**src/rtl/pipe_hazard_ctrl.sv**
```systemverilog
// rtl/pipe_hazard_ctrl.sv - 5-stage pipeline hazard, forwarding and delay-slot annul controller
// Shadows EX/MEM/WB destination info; stall/flush outputs gate PC, NPC and IF/ID.
module pipe_hazard_ctrl #(
  parameter int REG_BITS = 5,
  parameter int CNT_BITS = 16
) (
  input  logic                clk,
  input  logic                rst_n,
  input  logic                id_valid,
  input  logic [REG_BITS-1:0] id_rs1,
  input  logic [REG_BITS-1:0] id_rs2,
  input  logic [REG_BITS-1:0] id_rd,
  input  logic                id_rs1_used,
  input  logic                id_rs2_used,
  input  logic                id_rd_used,
  input  logic                id_rf_le,
  input  logic                id_load,
  input  logic                id_psr_en,
  input  logic                id_branch,
  input  logic                id_annul,
  input  logic                id_taken,
  output logic                pc_le,
  output logic                ifid_le,
  output logic                ifid_clr,
  output logic                ex_bubble,
  output logic [1:0]          fwd_a,
  output logic [1:0]          fwd_b,
  output logic [1:0]          fwd_d,
  output logic [CNT_BITS-1:0] stall_cnt,
  output logic [CNT_BITS-1:0] annul_cnt
);

  typedef struct packed {
    logic                v;
    logic [REG_BITS-1:0] rd;
    logic                rf_le;
    logic                load;
    logic                psr;
  } ex_slot_t;

  // Past EX only forwarding looks at a slot, so load/psr are not carried further.
  typedef struct packed {
    logic                v;
    logic [REG_BITS-1:0] rd;
    logic                rf_le;
  } wb_slot_t;

  ex_slot_t            r_ex;
  wb_slot_t            r_mem;
  wb_slot_t            r_wb;
  logic [CNT_BITS-1:0] r_stall_cnt;
  logic [CNT_BITS-1:0] r_annul_cnt;

  logic w_load_use;
  logic w_cc_haz;
  logic w_stall;
  logic w_issue;
  logic w_clr;

  function automatic logic wr_hit(input logic v, input logic rf_le,
                                  input logic [REG_BITS-1:0] rd,
                                  input logic [REG_BITS-1:0] r);
    return v & rf_le & (rd == r) & (r != '0);
  endfunction

  function automatic logic [1:0] fwd_sel(input logic used, input logic [REG_BITS-1:0] r,
                                         input ex_slot_t ex, input wb_slot_t mem,
                                         input wb_slot_t wb);
    if (!used)                                         return 2'b00;
    if (wr_hit(ex.v, ex.rf_le, ex.rd, r) && !ex.load)  return 2'b01;
    if (wr_hit(mem.v, mem.rf_le, mem.rd, r))           return 2'b10;
    if (wr_hit(wb.v, wb.rf_le, wb.rd, r))              return 2'b11;
    return 2'b00;
  endfunction

  assign w_load_use = r_ex.load &
                      ((id_rs1_used & wr_hit(r_ex.v, r_ex.rf_le, r_ex.rd, id_rs1)) |
                       (id_rs2_used & wr_hit(r_ex.v, r_ex.rf_le, r_ex.rd, id_rs2)) |
                       (id_rd_used  & wr_hit(r_ex.v, r_ex.rf_le, r_ex.rd, id_rd)));
  assign w_cc_haz   = id_valid & id_branch & r_ex.v & r_ex.psr;
  assign w_stall    = rst_n & (w_load_use | w_cc_haz);
  assign w_issue    = id_valid & ~w_stall;
  // Annul only on a real advance, and never while reset holds the pipe.
  assign w_clr      = rst_n & id_valid & id_branch & id_annul & ~id_taken & ~w_stall;

  assign pc_le     = ~w_stall;
  assign ifid_le   = ~w_stall;
  assign ifid_clr  = w_clr;
  assign ex_bubble = w_stall | ~id_valid;
  assign fwd_a     = fwd_sel(id_rs1_used, id_rs1, r_ex, r_mem, r_wb);
  assign fwd_b     = fwd_sel(id_rs2_used, id_rs2, r_ex, r_mem, r_wb);
  assign fwd_d     = fwd_sel(id_rd_used,  id_rd,  r_ex, r_mem, r_wb);
  assign stall_cnt = r_stall_cnt;
  assign annul_cnt = r_annul_cnt;

  always_ff @(posedge clk or negedge rst_n) begin
    if (!rst_n) begin
      r_ex  <= '0;
      r_mem <= '0;
      r_wb  <= '0;
    end else begin
      r_wb        <= r_mem;
      r_mem.v     <= r_ex.v;
      r_mem.rd    <= r_ex.rd;
      r_mem.rf_le <= r_ex.rf_le;
      r_ex        <= w_issue ? {1'b1, id_rd, id_rf_le, id_load, id_psr_en} : '0;
    end
  end

  always_ff @(posedge clk or negedge rst_n) begin
    if (!rst_n) begin
      r_stall_cnt <= '0;
      r_annul_cnt <= '0;
    end else begin
      if (w_stall && (r_stall_cnt != '1)) r_stall_cnt <= r_stall_cnt + CNT_BITS'(1);
      if (w_clr && (r_annul_cnt != '1))   r_annul_cnt <= r_annul_cnt + CNT_BITS'(1);
    end
  end

endmodule

```
**config.mk**
```make
export PLATFORM = sky130hd
export DESIGN_NAME = pipe_hazard_ctrl
export DESIGN_NICKNAME = d
export VERILOG_FILES = /design/src/rtl/pipe_hazard_ctrl.sv
export SDC_FILE = /design/constraint.sdc
export NUM_CORES = 1
export LEC_CHECK = 0
export CELL_PAD_IN_SITES_DETAIL_PLACEMENT = 1
export CELL_PAD_IN_SITES_GLOBAL_PLACEMENT = 1
export CORE_ASPECT_RATIO = 1.4
export CORE_UTILIZATION = 35
export CTS_BUF_LIST = sky130_fd_sc_hd__clkbuf_16
export DETAILED_ROUTE_END_ITERATION = 8
export PLACE_DENSITY = 0.83
export SLEW_MARGIN = 20
export SYNTH_ARGS = -nofsm -noshare
export SYNTH_HDL_FRONTEND = slang
export SYNTH_SLANG_ARGS = --single-unit
```
**constraint.sdc**
```tcl
create_clock -name clk -period 3 [get_ports clk]
set_input_delay 0.75 -clock clk [delete_from_list [all_inputs] [get_ports clk]]
set_output_delay 0.75 -clock clk [all_outputs]
set_load 0.1 [all_outputs]
```
==> out/qor.json, run 1 <==
{
  "run_status": {"value": "complete, but fails checks"},
  "violations": {"value": "setup timing"},
  "setup_slack": {"value": -115, "unit": "ps"},
  "dpl.hpwl": {"value": 7360, "unit": "um"},
  "reg2reg_to": {"value": "stall_cnt[1]"},
  "postLayoutCoreUtil": {"value": 59.7, "unit": "%"},
  "grt_first_pass_wirelength": {"value": 17600, "unit": "um"},
  "cp_data_required_time": {"value": 2250, "unit": "ps"},
  "ctsRootBufferMaster": {"value": "clkbuf_16"},
  "clock_tree.htree_level_count": {"value": 2},
  "fin_hold_ws": {"value": 380, "unit": "ps"},
  "reg_clk_slew_reported_paths": {"value": 70, "unit": "ps"},
  "floorplan.die_area": {"value": 9100, "unit": "sq um"},
  "timing.final.crit_period": {"value": 3110, "unit": "ps"},
  "via_per_inst": {"value": 5.47},
  "totalNegativeSetupSlack": {"value": -579, "unit": "ps"},
  "io_pins": {"value": 69},
  "synth_fp_nets": {"value": 327},
  "ys_ff_latch": {"value": 55},
  "core_region_area": {"value": 8300, "unit": "sq um"},
  "antenna-diode-count": {"value": 0},
  "seq_area_frac_synth": {"value": 45.1, "unit": "%"},
  "crit_path_end_kind": {"value": "output port"},
  "leading_cell_type_in_the_layout_fill_and_taps_excluded": {"value": "buf_4"},
  "cts.hold.buffers_added": {"value": 0},
  "final_net_count": {"value": 450},
  "synth.cell_area": {"value": 3050, "unit": "sq um"},
  "fp.dieW": {"value": 80.9, "unit": "um"},
  "crit_path_start_kind": {"value": "input port"},
  "power.static_leakage": {"value": 2.32, "unit": "nW"},
  "filler_cell_count": {"value": 855},
  "dpl-instance-area": {"value": 4290, "unit": "sq um"},
  "ant_nets": {"value": 0},
  "die_h": {"value": 112, "unit": "um"},
  "initial_utilization": {"value": 36.8, "unit": "%"},
  "critical_path_peak_fanout": {"value": 8},
  "post-route-period-util": {"value": 104, "unit": "%"},
  "cts.sinks": {"value": 55},
  "worst_slew_margin_rel": {"value": 65.9, "unit": "%"},
  "rr_startpoint": {"value": "r_ex[3]"},
  "grt_pass1_vias": {"value": 3210},
  "top_cells_by_area_synth": {"value": "dfrtp_1, xor2_1, xnor2_1"},
  "cp_data_arrival_time": {"value": 2360, "unit": "ps"},
  "ys.warnings.count": {"value": 0},
  "tritoncts.num_buffers": {"value": 5},
  "synth_largest_type_area_fraction": {"value": 45.1, "unit": "%"},
  "drt_pre_antenna_iters": {"value": 4},
  "drcViolationCount": {"value": 0},
  "finalWeightedCongestion": {"value": 0.855},
  "worst_pin_slew": {"value": 511, "unit": "ps"},
  "synth_cell_types": {"value": 45},
  "maximum_capacitance_violations": {"value": 0},
  "clk_path_buf_depth": {"value": 2},
  "pre_cts_worst_setup_slack": {"value": -538, "unit": "ps"},
  "postSynthAreaPerCell": {"value": 10.2, "unit": "sq um"},
  "routedWlPerCell": {"value": 22.8, "unit": "um"},
  "layout_common_cells": {"value": "buf_4, dfrtp_1, xor2_1, xnor2_1, nand2_1"},
  "fmax": {"value": 0.321, "unit": "GHz"},
  "pwr_density_cell": {"value": 394, "unit": "nW/um^2"},
  "reg2reg_depth": {"value": 9},
  "timing.reg2reg.setup_slack": {"value": 410, "unit": "ps"},
  "number_of_antenna_violations_at_the_first_check_in_global_routing": {"value": 0},
  "stdcell_area": {"value": 4950, "unit": "sq um"},
  "port-buffer-count": {"value": 68},
  "hold-path-cell-count": {"value": 0},
  "clkLatencyLatePin": {"value": 300, "unit": "ps"},
  "dr.first_iter.drc_count": {"value": 157},
  "drive_gt1_share": {"value": 46.9, "unit": "%"},
  "rsz_0062_raised_after_global_routing": {"value": "true"},
  "report.final.setup_viol": {"value": 9},
  "synthesized_instance_count": {"value": 298},
  "timing_max_transition_violations_final": {"value": 0},
  "yosys.area.top_type": {"value": "dfrtp_1"},
  "grt-ovfl-total": {"value": 0},
  "hold_fails_final_rpt": {"value": 0},
  "worstHoldEndpoint": {"value": "r_wb[6]"},
  "tritoncts": {"value": "yes"},
  "fin_worst_skew": {"value": 9.90, "unit": "ps"},
  "worst_hold_startpoint": {"value": "r_mem[6]"},
  "syn_to_final_growth": {"value": 62.3, "unit": "%"},
  "drt-total-wl": {"value": 11900, "unit": "um"},
  "setup.worst_path.class": {"value": "in -> out"},
  "grt_start_max_net_pins": {"value": 33},
  "floorplan.rows": {"value": 39},
  "global_route.usage.total": {"value": 26.2, "unit": "%"},
  "via_count": {"value": 2867},
  "min_path_type": {"value": "reg -> reg"},
  "vdd_ir_drop_max": {"value": 0.437, "unit": "mV"}
}
[metrics by stage]
| stage | instances | total power, mW |
|---|---|---|
| 3_5_place_dp | 504 | 1.30 |
| 5_1_grt | 524 | 2.01 |
| 4_1_cts | 519 | 1.90 |
| 6_report | 524 | 1.95 |
| 3_3_place_gp | 504 | 1.29 |
| 2_1_floorplan | 298 | 1.12 |
[critical path: stages]
cell,delay (ps)
buf_4,130
buf_6,130
xor2_2,170
nor4_2,70
buf_4,150
and3_4,190
o41ai_4,370
buf_12,190
nand2_8,50
buf_12,160
[synth_stat cells (all sizes together)]
library cell and number:
nand4 7, nand3 15, ha 2, o22a 1, o21ai 4, or4 2, or4b 1, a21oi 2
a2111oi 1, clkbuf 6, a211oi 1, nor2 12, buf 4, and2 1, a221o 1, nand2 24
and3 18, or3 3, or3b 1, nand3b 2, nor3b 6, xor2 36, or2 3, nor3 9
mux2 5, o41ai 1, nor2b 4, xnor2 30, nand2b 2, dfrtp 55, nor4 22, nor4b 2
o22ai 1, o31a 1, o21a 2, and4 3, inv 6, a21o 1, o221ai 1
[worst max path at each step]
stage	from	to	slack (ps)	cells after the start
detailed placement	id_rs2[0]	ex_bubble	-540	8
global route	id_rs2[3]	ex_bubble	-180	9
floorplan	id_rs1[0]	ifid_clr	-250	6
CTS	id_rs1[4]	ex_bubble	-140	8
global placement	id_rs2[1]	ex_bubble	-540	8
finish	id_rs2[1]	ex_bubble	-110	10
[layout make-up]
type | instances | area [sq um] | area share, %
flip-flops and latches | 55 | 1380 | 27.8
inverters | 6 | 22.5 | 0.455
clock buffers | 5 | 125 | 2.53
well taps | 102 | 128 | 2.58
multi-input cells | 227 | 2080 | 42.0
repair buffers | 126 | 1210 | 24.4
clock inverters | 3 | 12.5 | 0.253
[state kept, by name, indices dropped and copies added (netlist names)]
| register | cells |
|---|---|
| r_mem | 7 |
| annul_cnt | 16 |
| r_ex | 9 |
| r_wb | 7 |
| stall_cnt | 16 |
[cells by family after synthesis]
| family | share of synthesized area (%) |
|---|---|
| simple gates | 26.8 |
| xor+xnor | 18.9 |
| flops | 45.1 |
| compound gates | 3.94 |
| buf+inv | 2.58 |
| mux | 1.84 |
| fa+ha+maj | 0.820 |
[timing repair]
item | CTS | global route
endpoints found under the setup margin | 14 | 10
setup buffers | 7 | 6
gates resized for setup | 111 | 50
gates cloned | 0 | 0
pin swaps | 30 | 16
[layer usage]
metal | vias to the layer above | routed length (um) | global-route usage (%)
li1 | 1289 | - | -
met1 | 1464 | 4310 | 27.2
met2 | 84 | 6710 | 48.0
met3 | 30 | 408 | 4.55
met4 | 0 | 498 | 14.9
met5 | - | 0 | 0
[power by group]
group | switching, mW | total (mW) | leakage (nW) | internal, mW
logic | 0.344 | 0.539 | 1.52 | 0.195
registers | 0.0601 | 0.840 | 0.724 | 0.779
clock network | 0.268 | 0.571 | 0.0762 | 0.303
total | 0.672 | 1.95 | 2.32 | 1.28
Note: power is estimated with default switching activity, not from simulation.
==> run 2, diff against run 1 <==
Settings changed: ABC_CLOCK_PERIOD_IN_PS set to 3000.
==> results of run 2 <==
Final layout, timing and power as in run 1 (identical DEF).
==> run 3, diff against run 2 <==
Settings changed: CORE_ASPECT_RATIO 1.4 to not set, CTS_CLUSTER_SIZE set to 25.
==> run 3 against run 2 <==
  * The run still ends with setup timing left
  * Clock skew up 2.9 ps
  * Flip-flop and latch count stayed put
  * Core utilization shrank 1.5 points
  * Setup slack got worse by 67 ps
  * Power increased by 3.9%
  * Via count decreased by 0.87%
  * Maximum frequency fell by 2.1%
  * Critical endpoint is now ifid_clr
==> out/qor.json, run 3 (synthesis results as in run 1) <==
{
  "run_status": {"value": "complete, but fails checks"},
  "violations": {"value": "setup timing"},
  "cts.sinks": {"value": 55},
  "cp_data_required_time": {"value": 2250, "unit": "ps"},
  "setup.worst_path.class": {"value": "in -> out"},
  "filler_cell_count": {"value": 890},
  "number_of_antenna_violations_at_the_first_check_in_global_routing": {"value": 0},
  "crit_path_frequent_cell": {"value": "nor2_4"},
  "tritoncts.num_buffers": {"value": 5},
  "timing.final.crit_period": {"value": 3180, "unit": "ps"},
  "maximum_capacitance_violations": {"value": 0},
  "antenna-diode-count": {"value": 0},
  "grt_start_max_net_pins": {"value": 27},
  "postLayoutCoreUtil": {"value": 58.2, "unit": "%"},
  "drt_pre_antenna_iters": {"value": 4},
  "dr.first_iter.drc_count": {"value": 114},
  "fp.dieW": {"value": 95.4, "unit": "um"},
  "grt-ovfl-total": {"value": 0},
  "io_pins": {"value": 69},
  "tritoncts": {"value": "yes"},
  "cp_slowest_stage_delay": {"value": 540, "unit": "ps"},
  "rsz_0062_raised_after_global_routing": {"value": "true"},
  "floorplan.rows": {"value": 33},
  "syn_to_final_growth": {"value": 59.0, "unit": "%"},
  "fin_hold_ws": {"value": 380, "unit": "ps"},
  "report.final.setup_viol": {"value": 8},
  "crit_buf_inv": {"value": 3},
  "via_count": {"value": 2842},
  "final-instance-count-excl-fill": {"value": 525},
  "setup_slack": {"value": -182, "unit": "ps"},
  "stdcell_area": {"value": 4850, "unit": "sq um"},
  "power.static_leakage": {"value": 2.29, "unit": "nW"},
  "crit_slowest_cell": {"value": "or4_4"},
  "dpl-instance-area": {"value": 4250, "unit": "sq um"},
  "die_h": {"value": 95.4, "unit": "um"},
  "cp_data_arrival_time": {"value": 2430, "unit": "ps"},
  "final_net_count": {"value": 448},
  "initial_utilization": {"value": 36.6, "unit": "%"},
  "timing.reg2reg.setup_slack": {"value": 360, "unit": "ps"},
  "port-buffer-count": {"value": 68},
  "ant_nets": {"value": 0},
  "clkLatencyLatePin": {"value": 300, "unit": "ps"},
  "via_per_inst": {"value": 5.41},
  "storage_element_area": {"value": 1380, "unit": "sq um"},
  "timing_max_transition_violations_final": {"value": 0},
  "drt-total-wl": {"value": 10700, "unit": "um"},
  "finalWeightedCongestion": {"value": 0.924},
  "worst_slew_margin_rel": {"value": 65.8, "unit": "%"},
  "pre_cts_worst_setup_slack": {"value": -538, "unit": "ps"},
  "critical_path_peak_fanout": {"value": 2},
  "fin_worst_skew": {"value": 12.9, "unit": "ps"},
  "drive_gt1_share": {"value": 44.5, "unit": "%"},
  "reg_clk_slew_reported_paths": {"value": 80, "unit": "ps"},
  "clk_path_buf_depth": {"value": 2},
  "hold_fails_final_rpt": {"value": 0},
  "crit_path_end_kind": {"value": "output port"},
  "clock_tree.htree_level_count": {"value": 2},
  "multi_input_combinational_cell_area": {"value": 2010, "unit": "sq um"},
  "drcViolationCount": {"value": 0},
  "grt_first_pass_wirelength": {"value": 16100, "unit": "um"},
  "totalNegativeSetupSlack": {"value": -385, "unit": "ps"},
  "vdd_ir_drop_max": {"value": 0.330, "unit": "mV"},
  "worst_pin_slew": {"value": 509, "unit": "ps"},
  "pwr_density_cell": {"value": 418, "unit": "nW/um^2"},
  "dpl.hpwl": {"value": 7020, "unit": "um"},
  "leading_cell_type_in_the_layout_fill_and_taps_excluded": {"value": "buf_4"},
  "floorplan.die_area": {"value": 9100, "unit": "sq um"},
  "crit_path_start_kind": {"value": "input port"},
  "critical_path.top_delay_family": {"value": "simple AND/OR/NAND/NOR gates"},
  "min_path_type": {"value": "reg -> reg"},
  "grt_pass1_vias": {"value": 3072},
  "routedWlPerCell": {"value": 20.3, "unit": "um"},
  "layout_common_cells": {"value": "buf_4, dfrtp_1, xor2_1, xnor2_1, nand2_1"},
  "global_route.usage.total": {"value": 23.8, "unit": "%"},
  "count_of_placed_standard_cells_including_taps": {"value": 503},
  "totalPowerFinal": {"value": 2.03, "unit": "mW"},
  "cp_cell_sequence": {"value": "buf_8 > or4_4 > nor2_4 > nor4_4 > buf_4 > o31a_1 > nor2_4 > buf_12"},
  "fmax": {"value": 0.314, "unit": "GHz"},
  "core_region_area": {"value": 8340, "unit": "sq um"},
  "post-route-period-util": {"value": 106, "unit": "%"},
  "ctsRootBufferMaster": {"value": "clkbuf_16"}
}
[run 3: changes by cell type in the layout (fill, tap and decap cells not counted), moves of 2 or more]
cell	before	now
xor2_2	9	4
xnor2_2	10	8
nand2_2	3	1
inv_1	8	6
xor2_1	27	32
buf_12	12	10
dlygate4sd2_1	2	0
buf_2	5	7
nand2_1	18	20
[run 3: where the power goes]
group | switching [mW] | internal [mW] | total (mW)
clock | 0.282 | 0.395 | 0.677
combinational | 0.331 | 0.183 | 0.514
sequential | 0.0566 | 0.779 | 0.836
[run 3: layer usage]
metal  share of wire (%)  GRT usage, %  routed length (um)  vias to the layer above
met4                 3.9          10.7                 414                        0
li1                    -             -                   -                     1296
met5                   0             0                   0                        -
met3                 3.2          2.55                 340                       36
met1                  40          28.1                4280                     1419
met2                  53          43.3                5620                       91
[run 3: what timing repair did]
action,CTS,global route
setup buffers,13,6
gates resized for setup,101,44
gates cloned,0,0
pin swaps,28,14
setup endpoints to repair,16,11
hold buffers,0,0
[run 3: path summary, 6_finish.rpt]
check,from,to,cells after the start
max,id_rs1[3],ifid_clr,8
min,r_mem[0],r_wb[0],0
max reg2reg,r_ex[6],annul_cnt[0],10
min reg2reg,r_mem[0],r_wb[0],0
max in group asynchronous,rst_n,stall_cnt[13],2
min in group asynchronous,rst_n,annul_cnt[5],2
[run 3: area by class of cell]
| class | count | area share (%) |
|---|---|---|
| multi-input combinational | 227 | 41.5 |
| sequential | 55 | 28.4 |
| timing repair buffer | 124 | 23.5 |
| tap | 105 | 2.71 |
| clock buffer | 5 | 2.58 |
| clock inverter | 3 | 0.877 |
| inverter | 6 | 0.464 |
==> patch 1, RTL diff (flow settings as in run 2) <==
Set the parameter `CNT_BITS` to 18 (it was 16).
--- a/src/rtl/pipe_hazard_ctrl.sv
+++ b/src/rtl/pipe_hazard_ctrl.sv
@@ -2,7 +2,7 @@
 // Shadows EX/MEM/WB destination info; stall/flush outputs gate PC, NPC and IF/ID.
 module pipe_hazard_ctrl #(
   parameter int REG_BITS = 5,
-  parameter int CNT_BITS = 16
+  parameter int CNT_BITS = 18
 ) (
   input  logic                clk,
   input  logic                rst_n,
Ports: changed (resized annul_cnt and stall_cnt); port bits go from 69 to 73. No check against the original RTL was run, so the function may have changed too.
==> patch 1 against run 2 <==
- the run still ends with setup timing left
- total power up 21%
- sequential cell count increased by 4
- worst setup slack worse by 110 ps
- first-iteration DRC count down 36%
- cell area increased by 0.13%
- routed wire length fell by 9.3%
- clock power is 73% higher
- highest routed layer unchanged
- fmax is 3.3% lower
- area after synthesis grew 5.3%
==> patch 1: results (changes against run 2) <==
STA
  • Setup Skew: 8.44 ps (-1.46 ps)
  • Setup violations, final: 8 (-1)
  • Least-Margin Pin Slew: 489 ps (-21.9 ps)
  • Fin. Hold Viols: 0 (unchanged)
  • Setup ws final: -222 ps (-107 ps)

Yosys
  • Synth cell count leaders: 59 x dfrtp_1, 45 x xnor2_1, 29 x xor2_1, 23 x nand3_1, 22 x nand2_1
  • Synth top area cells: dfrtp_1 46%, xnor2_1 12%, xor2_1 7.9%, nand3_1 3.6%, nand2_1 2.6%
  • Yosys warns: 0 (unchanged)
  • Synth Instances: 309 (+3.7%)
  • Syn_nets: 338 (+3.4%)
  • Netlist cell types: 42 (-6.7%)
  • Sequential element share of the synthesized area: 0.459 (+0.00832)
  • Post-synth ARST share: 1.00 (unchanged)

Finish
  • Layout cell share with drive strength beyond 1: 0.394 (-0.0751)
  • Final Net Count: 468 (+4.0%)
  • Antenna cells: 0 (unchanged)
  • Filler cell count: 953 (+11%)

Hold path
  • Min-Delay Path Class: input port to async pin

Worst setup path
  • CP arrival: 2470 ps (+110 ps)
  • Worst Path Max Fanout: 2 (-6)
  • Critical path's slowest cell: or4_4
  • Slowest cell delay on critical path: 560 ps (+190 ps)
  • Cell family with most CP delay: simple AND/OR/NAND/NOR gates

Global route
  • First-pass GRT wire length: 17.4 mm (-0.94%)
  • Vias in the first global route: 3225 (+0.47%)
  • Largest net degree at the start of global routing: 30 (-9.1%)
  • Initial antenna violation count: 0 (unchanged)
  • GRT Total Usage: 0.236 (-0.0262)

Routing
  • Drt first pass iters: 4 (unchanged)
  • DR vias/cell: 5.39 (-1.4%)
  • Wire per inst: 19.6 um (-14%)
  • Iteration-0 DRC Markers: 101 (-36%)
  • Detailed-route via count: 2972 (+3.7%)

Place
  • Dpl hpwl: 7.17 mm (-2.7%)
  • Cells after DPL: 525 (+4.2%)
  • PortBufs: 72 (+5.9%)
  • GPL Wtd Cong: 0.867 (+1.4%)

CTS
  • Clk buf depth: 2 (unchanged)
  • CTS Buf Count: 9 (+4)
  • H-tree depth: 3 (+1)
  • Clock latency on the worst-skew pair: 330 ps (+30 ps)
  • Reg clk slew, reported paths: 60 ps
  • Clk root buf: clkbuf_16

Power
  • Lkg Pwr: 0.00225 uW (-3.0%)
  • VDD IR max: 468 uV (+7.2%)

Run status
  • Failing checks: setup timing
  • Status: finished, violations left
[patch 1: logic make-up (layout without fill, tap and decap cells)]
| kind of cell | count (synthesis) | after routing | synth area share |
|---|---|---|---|
| xor+xnor | 74 | 74 | 0.202 |
| mux | 3 | 3 | 0.0105 |
| fa+ha+maj | 2 | 2 | 0.00778 |
| buf+inv | 9 | 144 | 0.0152 |
| flops | 59 | 59 | 0.459 |
| simple gates | 145 | 145 | 0.265 |
| compound gates | 17 | 17 | 0.0409 |
[patch 1: through the flow]
step                      hold WS (ps)  setup slack [ps]  TNS, ps  instance area (um2)
after floorplan                    354              -411    -1500                 3290
after global placement             357              -594    -8400                 4410
after detailed placement           362              -593   -10270                 4410
after CTS                          232              -232    -1270                 4920
after global routing               232              -248    -1720                 4960
final                              240              -222    -1140                 4960
[patch 1: report_power, final]
group	total (uW)	internal, uW	leakage [uW]	switching, uW
combinational	475	166	0.00132	309
sequential	887	834	0.000791	52.7
clock	989	631	0.000144	358
[patch 1: area by class of cell]
type | instances | area share
clock buffer | 9 | 0.0454
clock inverter | 7 | 0.0121
inverter | 3 | 0.00303
multi-input combinational | 241 | 0.387
sequential | 59 | 0.298
tap | 107 | 0.0270
timing repair buffer | 125 | 0.227
[patch 1: worst paths after layout]
check / cells past startpoint / from / endpoint / slack [ps]
max: 10 / id_rs2[2] / fwd_b[0] / -220
min: 1 / rst_n / r_ex[1] / 240
max reg2reg: 9 / r_ex[7] / stall_cnt[16] / 330
min reg2reg: 0 / r_mem[6] / r_wb[6] / 370
max in group asynchronous: 2 / rst_n / annul_cnt[0] / 2140
min in group clk: 0 / r_mem[6] / r_wb[6] / 370
[patch 1: repair_timing]
item	CTS	global route
cloned	0	0
gates resized for setup	107	7
setup buffers	10	4
pin swaps	22	9
setup endpoints to repair	12	10
[patch 1: layer usage]
| metal | share of wire | track usage |
|---|---|---|
| met5 | 0 | 0 |
| met4 | 0.035 | 0.114 |
| met1 | 0.39 | 0.263 |
| met3 | 0.033 | 0.0352 |
| met2 | 0.54 | 0.440 |
==> patch 2, RTL diff (flow settings as in run 2) <==
Without the edit above. Reset style: synchronous (`rst_n`), changed in 2 clocked blocks.
--- a/src/rtl/pipe_hazard_ctrl.sv
+++ b/src/rtl/pipe_hazard_ctrl.sv
@@ -93,7 +93,7 @@
   assign stall_cnt = r_stall_cnt;
   assign annul_cnt = r_annul_cnt;
 
-  always_ff @(posedge clk or negedge rst_n) begin
+  always_ff @(posedge clk) begin
     if (!rst_n) begin
       r_ex  <= '0;
       r_mem <= '0;
@@ -107,7 +107,7 @@
     end
   end
 
-  always_ff @(posedge clk or negedge rst_n) begin
+  always_ff @(posedge clk) begin
     if (!rst_n) begin
       r_stall_cnt <= '0;
       r_annul_cnt <= '0;
Behaviour: differs if rst_n is asserted again (counterexample within 4 cycles, from zero or initial values and one cycle with rst_n low); with rst_n held inactive, the same outputs for 10 cycles.
==> patch 2 against run 2 <==
- the run still ends with setup timing left
- routed wire length shrank 8.0%
- worst setup slack lost 340 ps
- area after synthesis grew 2.0%
- cell area shrank 2.8%
- non-clock buffer count shrank 7
- sequential cell count is the same
- clock skew shrank 1.4 ps
- via count grew 12%
- synthesized cell count grew 23%
- critical path type unchanged
- critical endpoint is now ifid_clr
- highest routed layer unchanged
Power is not compared: it rests on default switching activity, and its combinational part moved more than twofold at a synthesized area within 25%.
==> patch 2: results (changes against run 2) <==
Yosys
  • Syn_nets: 397 (+21%)
  • Post-Synth XOR/XNOR Area: 0.127 (-0.0628)
  • Complex-gate fraction of the synthesized area: 0.0957 (+0.0563)
  • Netlist cell types: 45 (unchanged)
  • Synth cell count leaders: 55 x dfxtp_1, 40 x nand2_1, 27 x xnor2_1, 25 x a21oi_1, 22 x and2_1
  • Sequential element share of the synthesized area: 0.354 (-0.0973)
  • Post-synth ARST share: 0 (-1.00)
  • Synth Area in Adders: 0.00804 (-0.000161)
  • Synth top area cells: dfxtp_1 35%, xnor2_1 7.6%, mux2i_1 6.1%, xor2_1 5.1%, nand2_1 4.8%

Run status
  • Failing checks: setup timing
  • Status: finished, violations left

CTS
  • Setup repair bufs after CTS: 15 (+8)

Global route
  • GR Util met1: 0.275 (+0.00317)
  • First-pass GRT wire length: 17.3 mm (-1.5%)
  • Largest net degree at the start of global routing: 28 (-15%)
  • GRT Total Usage: 0.244 (-0.0187)
  • Met3 global-route usage: 0.0392 (-0.00633)

STA
  • Setup ws final: -451 ps (-336 ps)
  • Setup violations, final: 22 (+13)
  • Setup Skew: 8.53 ps (-1.37 ps)
  • Slew headroom: 0.219 (-0.440)

Routing
  • DR WL met3: 240 um (-41%)
  • Iteration-0 DRC Markers: 123 (-22%)
  • DR vias/cell: 5.48 (+0.23%)
  • Wire per inst: 18.8 um (-18%)
  • Met2 Wirelength: 5.95 mm (-11%)
  • Met1 WL: 4.46 mm (+3.4%)

Finish
  • Multi-input gate area: 2290 um2 (+10%)
  • Clk cell area share: 0.0291 (+0.00132)
  • Layout cell share with drive strength beyond 1: 0.356 (-0.113)
  • Layout non-clock buf frac: 0.231 (-0.0130)
  • Multi-In Gates: 292 (+29%)
  • Filler cell count: 983 (+15%)
  • Final Net Count: 508 (+13%)
  • Sequential share of cell area: 0.229 (-0.0492)
  • Buffers excl. clock: 119 (-5.6%)

Place
  • Dpl hpwl: 7.41 mm (+0.69%)
  • GPL Wtd Cong: 0.841 (-1.6%)

Worst setup path
  • Slowest cell delay on critical path: 560 ps (+190 ps)
  • Worst Path Max Fanout: 2 (-6)
  • CP arrival: 2700 ps (+340 ps)
  • Cell family with most CP delay: simple AND/OR/NAND/NOR gates
-- patch 2: changes by cell type in the layout (fill, tap and decap cells not counted), sizes merged, moves of 18 or more --
cell   change
dfrtp     -55
dfxtp     +55
a21oi     +23
and2      +22
mux2i     +19
xor2      -18
-- patch 2: path summary, 6_finish.rpt --
kind / depth (start not counted) / slack, ps / from / to
setup reg to reg: 10 / 260 / r_ex[3] / annul_cnt[9]
hold reg to reg: 2 / 490 / stall_cnt[10] / stall_cnt[10]
setup / recovery: 8 / -450 / id_rd[4] / ifid_clr
hold / removal: 2 / 490 / stall_cnt[10] / stall_cnt[10]
-- patch 2: per-stage QoR --
step            util  std cells  cell area, um2  TNS [ps]  setup slack, ps
6_report       0.559        585            4810     -4890             -451
4_1_cts        0.542        582            4670     -3550             -444
5_1_grt        0.559        585            4810     -6240             -506
3_3_place_gp   0.493        566            4250    -17900             -811
3_5_place_dp   0.493        566            4250    -20950             -835
2_1_floorplan      -        368            3210     -1970             -677
